`src/rtl/frame_pkg.sv`:
```
// frame_pkg: shared constants, FSM state encoding and the CRC-8 byte
// update used by the frame serializer.
// Optional feature macro: FRAME_SERIALIZER_CRC_EN (appends a CRC-8 byte).
package frame_pkg;

    localparam int FRAME_W   = 538;
    localparam int BYTE_W    = 8;
    localparam int NUM_BYTES = 68;

    // Frame padded on the right to a whole number of bytes (68 * 8 = 544).
    localparam int PAD_W     = NUM_BYTES * BYTE_W;

    localparam logic [7:0] CRC8_POLY = 8'h07;

    typedef enum logic [1:0] {
        ST_IDLE = 2'd0,
        ST_SEND = 2'd1,
        ST_CRC  = 2'd2,
        ST_GAP  = 2'd3
    } state_e;

    // One byte of CRC-8, MSB first, no reflection.
    function automatic logic [7:0] crc8_update(input logic [7:0] crc,
                                               input logic [7:0] data);
        logic [7:0] c;
        c = crc ^ data;
        for (int i = 0; i < BYTE_W; i++) begin
            c = c[7] ? ({c[6:0], 1'b0} ^ CRC8_POLY) : {c[6:0], 1'b0};
        end
        return c;
    endfunction

endpackage

```
`src/rtl/frame_crc8.sv`:
```
// frame_crc8: combinational CRC-8 byte update (poly 0x07, init handled by
// the caller). Only instantiated when FRAME_SERIALIZER_CRC_EN is defined.
module frame_crc8
    import frame_pkg::*;
(
    input  logic [7:0] crc,
    input  logic [7:0] data,
    output logic [7:0] crc_next
);

    // Next CRC value after absorbing one data byte.
    always_comb begin
        crc_next = crc8_update(crc, data);
    end

endmodule

```
`src/rtl/frame_serializer.sv`:
```
// frame_serializer: captures a 538-bit frame and emits it as 68 bytes
// (MSB first, last byte left-aligned 2 bits) on a valid/ready byte stream,
// followed by an optional idle gap of GAP_CYCLES cycles.
// Optional feature macro: FRAME_SERIALIZER_CRC_EN appends a 69th byte
// carrying CRC-8 over the 68 transmitted bytes.
module frame_serializer
    import frame_pkg::*;
#(
    parameter int GAP_CYCLES = 0
) (
    input  logic               clk,
    input  logic               resetN,
    input  logic [FRAME_W-1:0] frame_in,
    input  logic               frame_valid,
    output logic               frame_ready,
    output logic [7:0]         tx_data,
    output logic               tx_valid,
    input  logic               tx_ready,
    output logic               tx_sof,
    output logic               tx_eof,
    output logic               busy,
    output logic [15:0]        frame_cnt
);

    localparam logic [6:0] LAST_IDX = 7'(NUM_BYTES - 1);
    localparam logic [7:0] GAP_INIT = (GAP_CYCLES > 0) ? 8'(GAP_CYCLES - 1) : 8'd0;
    localparam state_e     AFTER_FRAME = (GAP_CYCLES > 0) ? ST_GAP : ST_IDLE;

    state_e                             state;
    logic [FRAME_W-1:0]                 frame_q;
    logic [6:0]                         byte_idx;
    logic [6:0]                         sel_idx;
    logic [6:0]                         rev_idx;
    logic [7:0]                         gap_cnt;
    logic [NUM_BYTES-1:0][BYTE_W-1:0]   frame_bytes;
    logic                               capture;
    logic                               byte_accept;
    logic                               send_accept;
    logic                               at_last;
    logic                               frame_done;

    // Byte view of the captured frame: element NUM_BYTES-1 is byte 0.
    assign frame_bytes = {frame_q, {(PAD_W - FRAME_W){1'b0}}};

    // The index can reach NUM_BYTES while the CRC byte is out; clamp it
    // so the frame-byte mux never selects past the array.
    assign sel_idx = (byte_idx > LAST_IDX) ? LAST_IDX : byte_idx;
    assign rev_idx = LAST_IDX - sel_idx;

    assign frame_ready = (state == ST_IDLE);
    assign busy        = (state != ST_IDLE);
    assign capture     = frame_ready && frame_valid;
    assign byte_accept = tx_valid && tx_ready;
    assign send_accept = byte_accept && (state == ST_SEND);
    assign at_last     = (byte_idx == LAST_IDX);
    assign frame_done  = byte_accept && tx_eof;

`ifdef FRAME_SERIALIZER_CRC_EN
    logic [7:0] crc_q;
    logic [7:0] crc_next;

    frame_crc8 u_crc8 (
        .crc      (crc_q),
        .data     (tx_data),
        .crc_next (crc_next)
    );

    // Running CRC over the bytes actually accepted downstream.
    always_ff @(posedge clk or negedge resetN) begin
        if (!resetN) begin
            crc_q <= 8'd0;
        end else if (capture) begin
            crc_q <= 8'd0;
        end else if (send_accept) begin
            crc_q <= crc_next;
        end
    end
`endif

    // Output byte stream decode from state and byte index.
    always_comb begin
        // NOTE: every output gets a default first so no path can infer a latch.
        tx_data  = 8'd0;
        tx_valid = 1'b0;
        tx_sof   = 1'b0;
        tx_eof   = 1'b0;
        case (state)
            ST_SEND: begin
                tx_valid = 1'b1;
                tx_data  = frame_bytes[rev_idx];
                tx_sof   = (byte_idx == 7'd0);
`ifdef FRAME_SERIALIZER_CRC_EN
                tx_eof   = 1'b0;
`else
                tx_eof   = at_last;
`endif
            end
`ifdef FRAME_SERIALIZER_CRC_EN
            ST_CRC: begin
                tx_valid = 1'b1;
                tx_data  = crc_q;
                tx_eof   = 1'b1;
            end
`endif
            default: ;
        endcase
    end

    // Main FSM: IDLE -> SEND [-> CRC] -> GAP/IDLE.
    always_ff @(posedge clk or negedge resetN) begin
        if (!resetN) begin
            // NOTE: sequential state uses non-blocking assignments only, so all
            // registers sample the same pre-edge values.
            state <= ST_IDLE;
        end else begin
            case (state)
                ST_IDLE: begin
                    if (frame_valid) state <= ST_SEND;
                end
                ST_SEND: begin
`ifdef FRAME_SERIALIZER_CRC_EN
                    if (send_accept && at_last) state <= ST_CRC;
`else
                    if (frame_done) state <= AFTER_FRAME;
`endif
                end
`ifdef FRAME_SERIALIZER_CRC_EN
                ST_CRC: begin
                    if (frame_done) state <= AFTER_FRAME;
                end
`endif
                ST_GAP: begin
                    if (gap_cnt == 8'd0) state <= ST_IDLE;
                end
                default: state <= ST_IDLE;
            endcase
        end
    end

    // Frame capture register, loaded only in IDLE.
    always_ff @(posedge clk) begin
        // NOTE: no reset on this wide data register; tx_data is gated by the
        // FSM state, so stale contents are never visible.
        if (capture) begin
            frame_q <= frame_in;
        end
    end

    // Byte index: cleared on capture, advances on each accepted frame byte.
    always_ff @(posedge clk or negedge resetN) begin
        if (!resetN) begin
            byte_idx <= 7'd0;
        end else if (capture) begin
            byte_idx <= 7'd0;
`ifdef FRAME_SERIALIZER_CRC_EN
        end else if (send_accept) begin
            byte_idx <= byte_idx + 7'd1;
`else
        end else if (send_accept && !at_last) begin
            byte_idx <= byte_idx + 7'd1;
`endif
        end
    end

    // Gap countdown loaded when the last byte of a frame is accepted.
    always_ff @(posedge clk or negedge resetN) begin
        if (!resetN) begin
            gap_cnt <= 8'd0;
        end else if (frame_done) begin
            gap_cnt <= GAP_INIT;
        end else if (state == ST_GAP && gap_cnt != 8'd0) begin
            gap_cnt <= gap_cnt - 8'd1;
        end
    end

    // Completed-frame counter, wraps naturally at 16 bits.
    always_ff @(posedge clk or negedge resetN) begin
        if (!resetN) begin
            frame_cnt <= 16'd0;
        end else if (frame_done) begin
            frame_cnt <= frame_cnt + 16'd1;
        end
    end

endmodule

```
`config.mk`:
```
export PLATFORM = sky130hd
export DESIGN_NAME = frame_serializer
export DESIGN_NICKNAME = d
export VERILOG_FILES = /design/src/rtl/frame_pkg.sv /design/src/rtl/frame_crc8.sv /design/src/rtl/frame_serializer.sv
export SDC_FILE = /design/constraint.sdc
export NUM_CORES = 1
export LEC_CHECK = 0
export CAP_MARGIN = 20
export CORE_MARGIN = 2
export CORE_UTILIZATION = 35
export DETAILED_ROUTE_END_ITERATION = 6
export GPL_TIMING_DRIVEN = 0
export SKIP_CTS_REPAIR_TIMING = 1
export SLEW_MARGIN = 25
export SYNTH_ARGS = -nofsm -noshare
export SYNTH_HDL_FRONTEND = slang
export SYNTH_SLANG_ARGS = --single-unit
```
`constraint.sdc`:
```
create_clock -name clk -period 47.3 [get_ports clk]
set_input_delay 7.095 -clock clk [delete_from_list [all_inputs] [get_ports clk]]
set_output_delay 7.095 -clock clk [all_outputs]
set_load 0.02 [all_outputs]
```
==> results of run 1 <==
==> cell usage in the layout, fill, tap and decap left out, types with 18 or more instances in the layout <==
| master | Yosys | final |
|---|---|---|
| o32ai_1 | 19 | 19 |
| dfrtp_1 | 24 | 24 |
| a211oi_1 | 19 | 19 |
| nor3_1 | 18 | 18 |
| edfxtp_1 | 538 | 538 |
| o22ai_1 | 22 | 22 |
| nand3_1 | 45 | 45 |
| mux2_2 | 23 | 23 |
| mux2i_1 | 89 | 89 |
| o21ai_0 | 89 | 89 |
| a221oi_1 | 19 | 19 |
| nand2_1 | 130 | 130 |
| a21oi_1 | 40 | 40 |
| nor2_1 | 50 | 49 |
| o221ai_1 | 21 | 21 |
| nand4_1 | 20 | 20 |
| clkbuf_16 | 0 | 60 |
| clkbuf_1 | 31 | 45 |
| buf_2 | 52 | 53 |
| clkdlybuf4s50_1 | 0 | 569 |
==> metrics by stage <==
step	util [%]	instances
after detailed placement	46.4	2917
final	49.4	3036
after global routing	49.3	3031
after global placement	45.9	2905
after CTS	49.3	3027
after floorplan	-	1480
==> kinds of logic (layout without fill, tap and decap cells) <==
kind of cell | Yosys count | in the layout | synth area share [%]
DFF | 562 | 562 | 73.6
AOI/OAI and AO/OA | 344 | 344 | 10.8
and+or+nand+nor | 324 | 324 | 6.75
muxes | 116 | 116 | 5.45
buffers and inverters | 107 | 799 | 2.30
xor gates and xnor gates | 23 | 23 | 0.885
adders and majority gates | 4 | 4 | 0.220
other | 0 | 9 | 0
==> routing by layer <==
layer  wire length [um]  track usage [%]
met5                113                0
met4               2430             7.66
met3               8050             6.68
met2              46800             47.0
met1              38000             35.5
==> sequential cells by signal, summed over array words and instances (netlist names) <==
signal     count
byte_idx       7
state          1
frame_q      538
frame_cnt     16
==> power by group <==
group / leakage, uW / internal (uW) / switching (uW)
sequential: 0.00515 / 549 / 2.77
clock: 0.000921 / 261 / 202
combinational: 0.00462 / 258 / 594
total: 0.0107 / 1070 / 799
==> worst reg2reg max path: stages, from the launching register on <==
cell and delay (ns):
dfrtp_1 0.60, nor2b_1 0.20, clkbuf_4 0.40, buf_16 0.31, buf_16 0.32, buf_16 0.28, buf_16 0.31, buf_12 0.31
==> final cells by class <==
class / instances / area (um^2)
fill: 5538 / 32600
sequential: 562 / 16800
timing repair buffer: 582 / 6000
multi-input combinational: 811 / 5490
clock buffer: 76 / 1560
tap: 855 / 1070
buffer: 99 / 498
clock inverter: 34 / 338
inverter: 8 / 30.0
antenna: 9 / 22.5
==> path summary, 6_finish.rpt <==
check	depth (start not counted)	to	slack, ns	startpoint
min in group asynchronous	1	frame_cnt[15]$_DFFE_PN0P_	6.47	resetN
hold reg to reg	1	frame_cnt[15]$_DFFE_PN0P_	0.48	frame_cnt[15]$_DFFE_PN0P_
setup reg to reg	7	frame_q[24]$_DFFE_PP_	44.22	state[0]$_DFFE_PN0P_
setup / recovery	14	tx_data[4]	33.46	byte_idx[2]$_DFFE_PN0P_
hold / removal	1	frame_cnt[15]$_DFFE_PN0P_	0.48	frame_cnt[15]$_DFFE_PN0P_
max in group asynchronous	1	frame_cnt[6]$_DFFE_PN0P_	40.42	resetN
==> Yosys cell counts, drive strengths merged (4+ instances only) <==
cell	count
nand2	133
o311ai	6
nor2b	6
o2bb2ai	5
mux2	23
and3	8
edfxtp	538
nand2b	8
a221oi	19
inv	8
nand3	46
o211ai	8
o2111ai	14
nor2	54
or3	13
nand3b	4
a2111oi	5
and2	5
o21ai	90
a211oi	20
xnor2	13
o32ai	19
nand4	20
xor2	10
clkbuf	31
o22ai	22
mux4	4
mux2i	89
a31oi	16
ha	4
dfrtp	24
a2bb2oi	5
o221ai	21
a221o	11
nor3	18
a21oi	41
buf	68
==> flow_summary.json, run 1 <==
{
  "route.detailed.drc": 0,
  "die-area_um2": 67100,
  "grtUsageTotal_pct": 27.8,
  "area_delta_synth_final_pct": 39.6,
  "synth_area_leaders": "edfxtp_1 (71%), mux2i_1 (3.9%), dfrtp_1 (2.6%), nand2_1 (2.1%), o21ai_0 (2.0%)",
  "drt_iter0_drc": 2029,
  "ir_worst_vdd_mv": 0.0370,
  "finalSetupViolCount": 0,
  "cts_max_level": 2,
  "arrival_ns": 6.75,
  "post-place-ws_ns": 34.03,
  "dp_hpwl_um": 71000,
  "postSynthCellCount": 1480,
  "syn-num-nets": 2026,
  "drive_gt1_share_pct": 9.81,
  "hold_path_class": "flip-flop to flip-flop",
  "ys_warn_count": 0,
  "leakage_uw": 0.0107,
  "vias": 16538,
  "port_buffers": 570,
  "synth.distinct_cells": 78,
  "maxCapViolCount": 0,
  "fp.dieW_um": 259,
  "async_flop_share_pct": 4.27,
  "io_pins": 571,
  "gr-total-overflow": 0,
  "nNetsFinal": 2670,
  "placed_area_um2": 29800,
  "grt_pass1_vias": 16901,
  "drt_wl_total_um": 95300,
  "slew_headroom_pct": 17.7,
  "path_cells": "buf_4, and2b_1, inv_2, buf_2, buf_1, ha_1, clkbuf_1, xnor2_1, clkbuf_1, o21ai_0, o41ai_1, o221ai_1, a31oi_1, clkdlybuf4s50_1",
  "skew_ns": 0.0189,
  "powerDensity_nw_per_um2": 58.8,
  "synth_seq_cells": 562,
  "cp_common_cell": "clkbuf_1",
  "finalWeightedCongestion": 0.868,
  "seq_area_frac_synth_pct": 73.6,
  "slew_viol_final": 0,
  "core-area_um2": 64300,
  "critical-path-slowest-cell": "o41ai_1",
  "clk_pin_slew_worst_paths_ns": 0.06,
  "antenna_found_initial": 15,
  "outcome": "completed",
  "cts_root_buffer": "clkbuf_16",
  "crit_family": "buffers and inverters",
  "post-route-min-period_ns": 13.84,
  "start_util_pct": 35.4,
  "rsz0062_at_grt": "no",
  "power_uw": 1870,
  "cts_sinks": 562,
  "yosysTopAreaCell": "edfxtp_1",
  "synth_edf_count": 538,
  "finalHoldViolations": 0,
  "drt-vias-per-instance": 5.45,
  "crit_type": "flip-flop to output port",
  "clock_path_buffers": 3,
  "crit_required_ns": 40.20,
  "synth_top_area_share_pct": 71.0,
  "die_h_um": 259,
  "min_period_over_period_pct": 29.3,
  "grt_pass1_wl_um": 129000,
  "final_cell_area_um2": 31800,
  "crit_fanout": 10,
  "numCtsBuffers": 60,
  "synth_area_um2": 22800,
  "dr.pass1.iters": 6,
  "drtAntennaViolNets": 0,
  "avgRoutedWirePerCell_um": 31.4,
  "fin_tns_setup_ns": 0,
  "postSynthAreaPerCell_um2": 15.4,
  "grt_max_degree": 53,
  "cts_tree": "done",
  "tightestPinTransition_ns": 1.23,
  "num_rows": 93,
  "worst_setup_path_end_kind": "output port",
  "synth_top_flop_cell": "edfxtp_1",
  "timing.hold.ws_ns": 0.483,
  "fmax_mhz": 72.2,
  "start_kind": "flip-flop",
  "critPathMaxStageDelay_ns": 0.92,
  "setup_ws_ns": 33.46,
  "clk_latency_ns": 0.64,
  "crit_buf_inv": 7
}
Power figures use the tool's default switching activity.
==> run 2: changes to the inputs <==
clock period = 13.1 ns   (was 47.3 ns; I/O delays follow)
==> run 2 against run 1 <==
  * Worst setup slack got worse by 29 ns
  * Clock skew decreased by 0.0071 ns
  * Design area decreased by 0.19%
  * Highest routed layer unchanged
  * Non-clock buffer count decreased by 4
  * Largest cell class unchanged
  * Critical path depth unchanged
  * Worst hold slack got worse by 0.0084 ns
==> flow_summary.json, run 2 (synthesis results as in run 1) <==
{
  "dr.pass1.iters": 5,
  "hold_depth": 1,
  "drive_gt1_share_pct": 9.72,
  "crit_family": "buffers and inverters",
  "route.detailed.drc": 0,
  "grtUsageMet3_pct": 5.82,
  "area_delta_synth_final_pct": 39.3,
  "vias": 16776,
  "drt-vias-per-instance": 5.53,
  "grt_pass1_wl_um": 129000,
  "regMostFlops": "frame_q",
  "dp_hpwl_um": 70600,
  "maxCapViolCount": 0,
  "cp_common_cell": "clkbuf_1",
  "final_cell_mix": "clkdlybuf4s50_1 (569), edfxtp_1 (538), nand2_1 (130), o21ai_0 (89), mux2i_1 (89)",
  "cts_root_buffer": "clkbuf_16",
  "numCtsBuffers": 59,
  "tightestPinTransition_ns": 1.13,
  "crit_buf_inv": 7,
  "slew_viol_final": 0,
  "die_h_um": 259,
  "die-area_um2": 67100,
  "finalHoldViolations": 0,
  "port_buffers": 570,
  "outcome": "completed",
  "crit_required_ns": 11.14,
  "critical-path-slowest-cell": "clkdlybuf4s50_1",
  "min_period_over_period_pct": 67.7,
  "reg2reg_depth": 8,
  "pwr-share-seq_pct": 29.5,
  "p_comb_share_pct": 45.7,
  "finalWeightedCongestion": 0.856,
  "drt_iter0_drc": 1877,
  "power_uw": 6770,
  "use_met1_pct": 35.9,
  "skew_ns": 0.0117,
  "largest_reg_flops": 538,
  "stdcell_count": 3034,
  "critPathMaxStageDelay_ns": 0.79,
  "clock_path_buffers": 3,
  "slew_headroom_pct": 24.6,
  "grt_pass1_vias": 16722,
  "grt_max_degree": 91,
  "arrival_ns": 6.91,
  "core-area_um2": 64300,
  "start_util_pct": 35.4,
  "dp.cells": 2912,
  "use_met2_pct": 47.1,
  "ir_worst_vdd_mv": 0.153,
  "post-route-min-period_ns": 8.87,
  "gr-total-overflow": 0,
  "intPower_uw": 3880,
  "cp.depth": 14,
  "clk_latency_ns": 0.64,
  "powerDensity_nw_per_um2": 214,
  "cts_max_level": 2,
  "antenna_found_initial": 23,
  "drt_wl_total_um": 95400,
  "setup_ws_ns": 4.23,
  "cts_tree": "done",
  "fmax_mhz": 113,
  "rsz0062_at_grt": "no",
  "grtUsageTotal_pct": 27.8,
  "drtAntennaViolNets": 0,
  "fp.dieW_um": 259,
  "path_cells": "buf_4, and2b_1, inv_2, buf_2, buf_1, ha_1, clkbuf_1, xnor2_1, clkbuf_1, o21ai_0, o41ai_2, a41oi_1, nor4_1, clkdlybuf4s50_1",
  "worst_setup_path_end_kind": "output port",
  "switchingPower_uw": 2890,
  "reg.largest.list": "frame_q: 538 flops, frame_cnt: 16 flops, byte_idx: 7 flops",
  "fin_util_pct": 49.3,
  "io_pins": 571,
  "finalSetupViolCount": 0,
  "num_rows": 93,
  "grt-busiest-layer": "met2",
  "nNetsFinal": 2665,
  "clockPowerShare_pct": 24.8,
  "crit_fanout": 10,
  "crit_type": "flip-flop to output port",
  "post-place-ws_ns": 4.99,
  "fillCellCount": 5514,
  "layout_commonest_cell": "clkdlybuf4s50_1",
  "netSwitchingFraction_pct": 42.7,
  "leakage_uw": 0.0107,
  "avgRoutedWirePerCell_um": 31.4,
  "fin_tns_setup_ns": 0,
  "hold_path_class": "flip-flop to flip-flop",
  "clk_pin_slew_worst_paths_ns": 0.07,
  "cts_sinks": 562,
  "start_kind": "flip-flop"
}
-- run 2: cell count changes in the layout (fill, tap and decap cells not counted), sizes merged --
cell	previous run	this run
buf	81	77
clkbuf	107	103
clkinv	22	33
clkinvlp	4	0
inv	11	10
-- run 2: path summary, 6_finish.rpt --
check | from | to | slack [ns]
setup / recovery | byte_idx[2]$_DFFE_PN0P_ | tx_data[3] | 4.23
hold / removal | frame_cnt[15]$_DFFE_PN0P_ | frame_cnt[15]$_DFFE_PN0P_ | 0.47
setup reg to reg | byte_idx[1]$_DFFE_PN0P_ | byte_idx[1]$_DFFE_PN0P_ | 10.01
hold reg to reg | frame_cnt[15]$_DFFE_PN0P_ | frame_cnt[15]$_DFFE_PN0P_ | 0.47
max in group asynchronous | resetN | frame_cnt[4]$_DFFE_PN0P_ | 11.34
min in group asynchronous | resetN | frame_cnt[15]$_DFFE_PN0P_ | 1.35
-- run 2: area by class of cell --
type	instances	area, um^2	area share, %
Multi-Input combinational cell	811	5500	17.4
Clock inverter	40	329	1.04
Tap cell	855	1070	3.37
Antenna cell	9	22.5	0.0710
Inverter	8	30.0	0.0947
Timing Repair Buffer	578	5900	18.6
Sequential cell	562	16800	52.9
Buffer	99	503	1.59
Clock buffer	72	1590	5.01
-- run 2: per-stage QoR --
step	hold slack (ns)	area [um^2]
finish	0.474	31700
detailed placement	0.477	29800
global placement	0.467	29500
floorplan	0.582	22800
global route	0.521	31700
CTS	0.486	31700
-- run 2: power groups by stage --
stage	registers (uW)	logic (uW)	clock network (uW)
3_5_place_dp	2030	3060	0
4_1_cts	1990	3070	1700
3_3_place_gp	2040	3030	0
5_1_grt	1990	3200	1770
2_1_floorplan	2030	1430	0
6_report	1990	3090	1680
-- run 2: metal layers --
layer	wire, um	share of wire (%)
met1	37600	39
met2	47100	49
met3	7860	8.2
met4	2650	2.8
met5	143	0.15
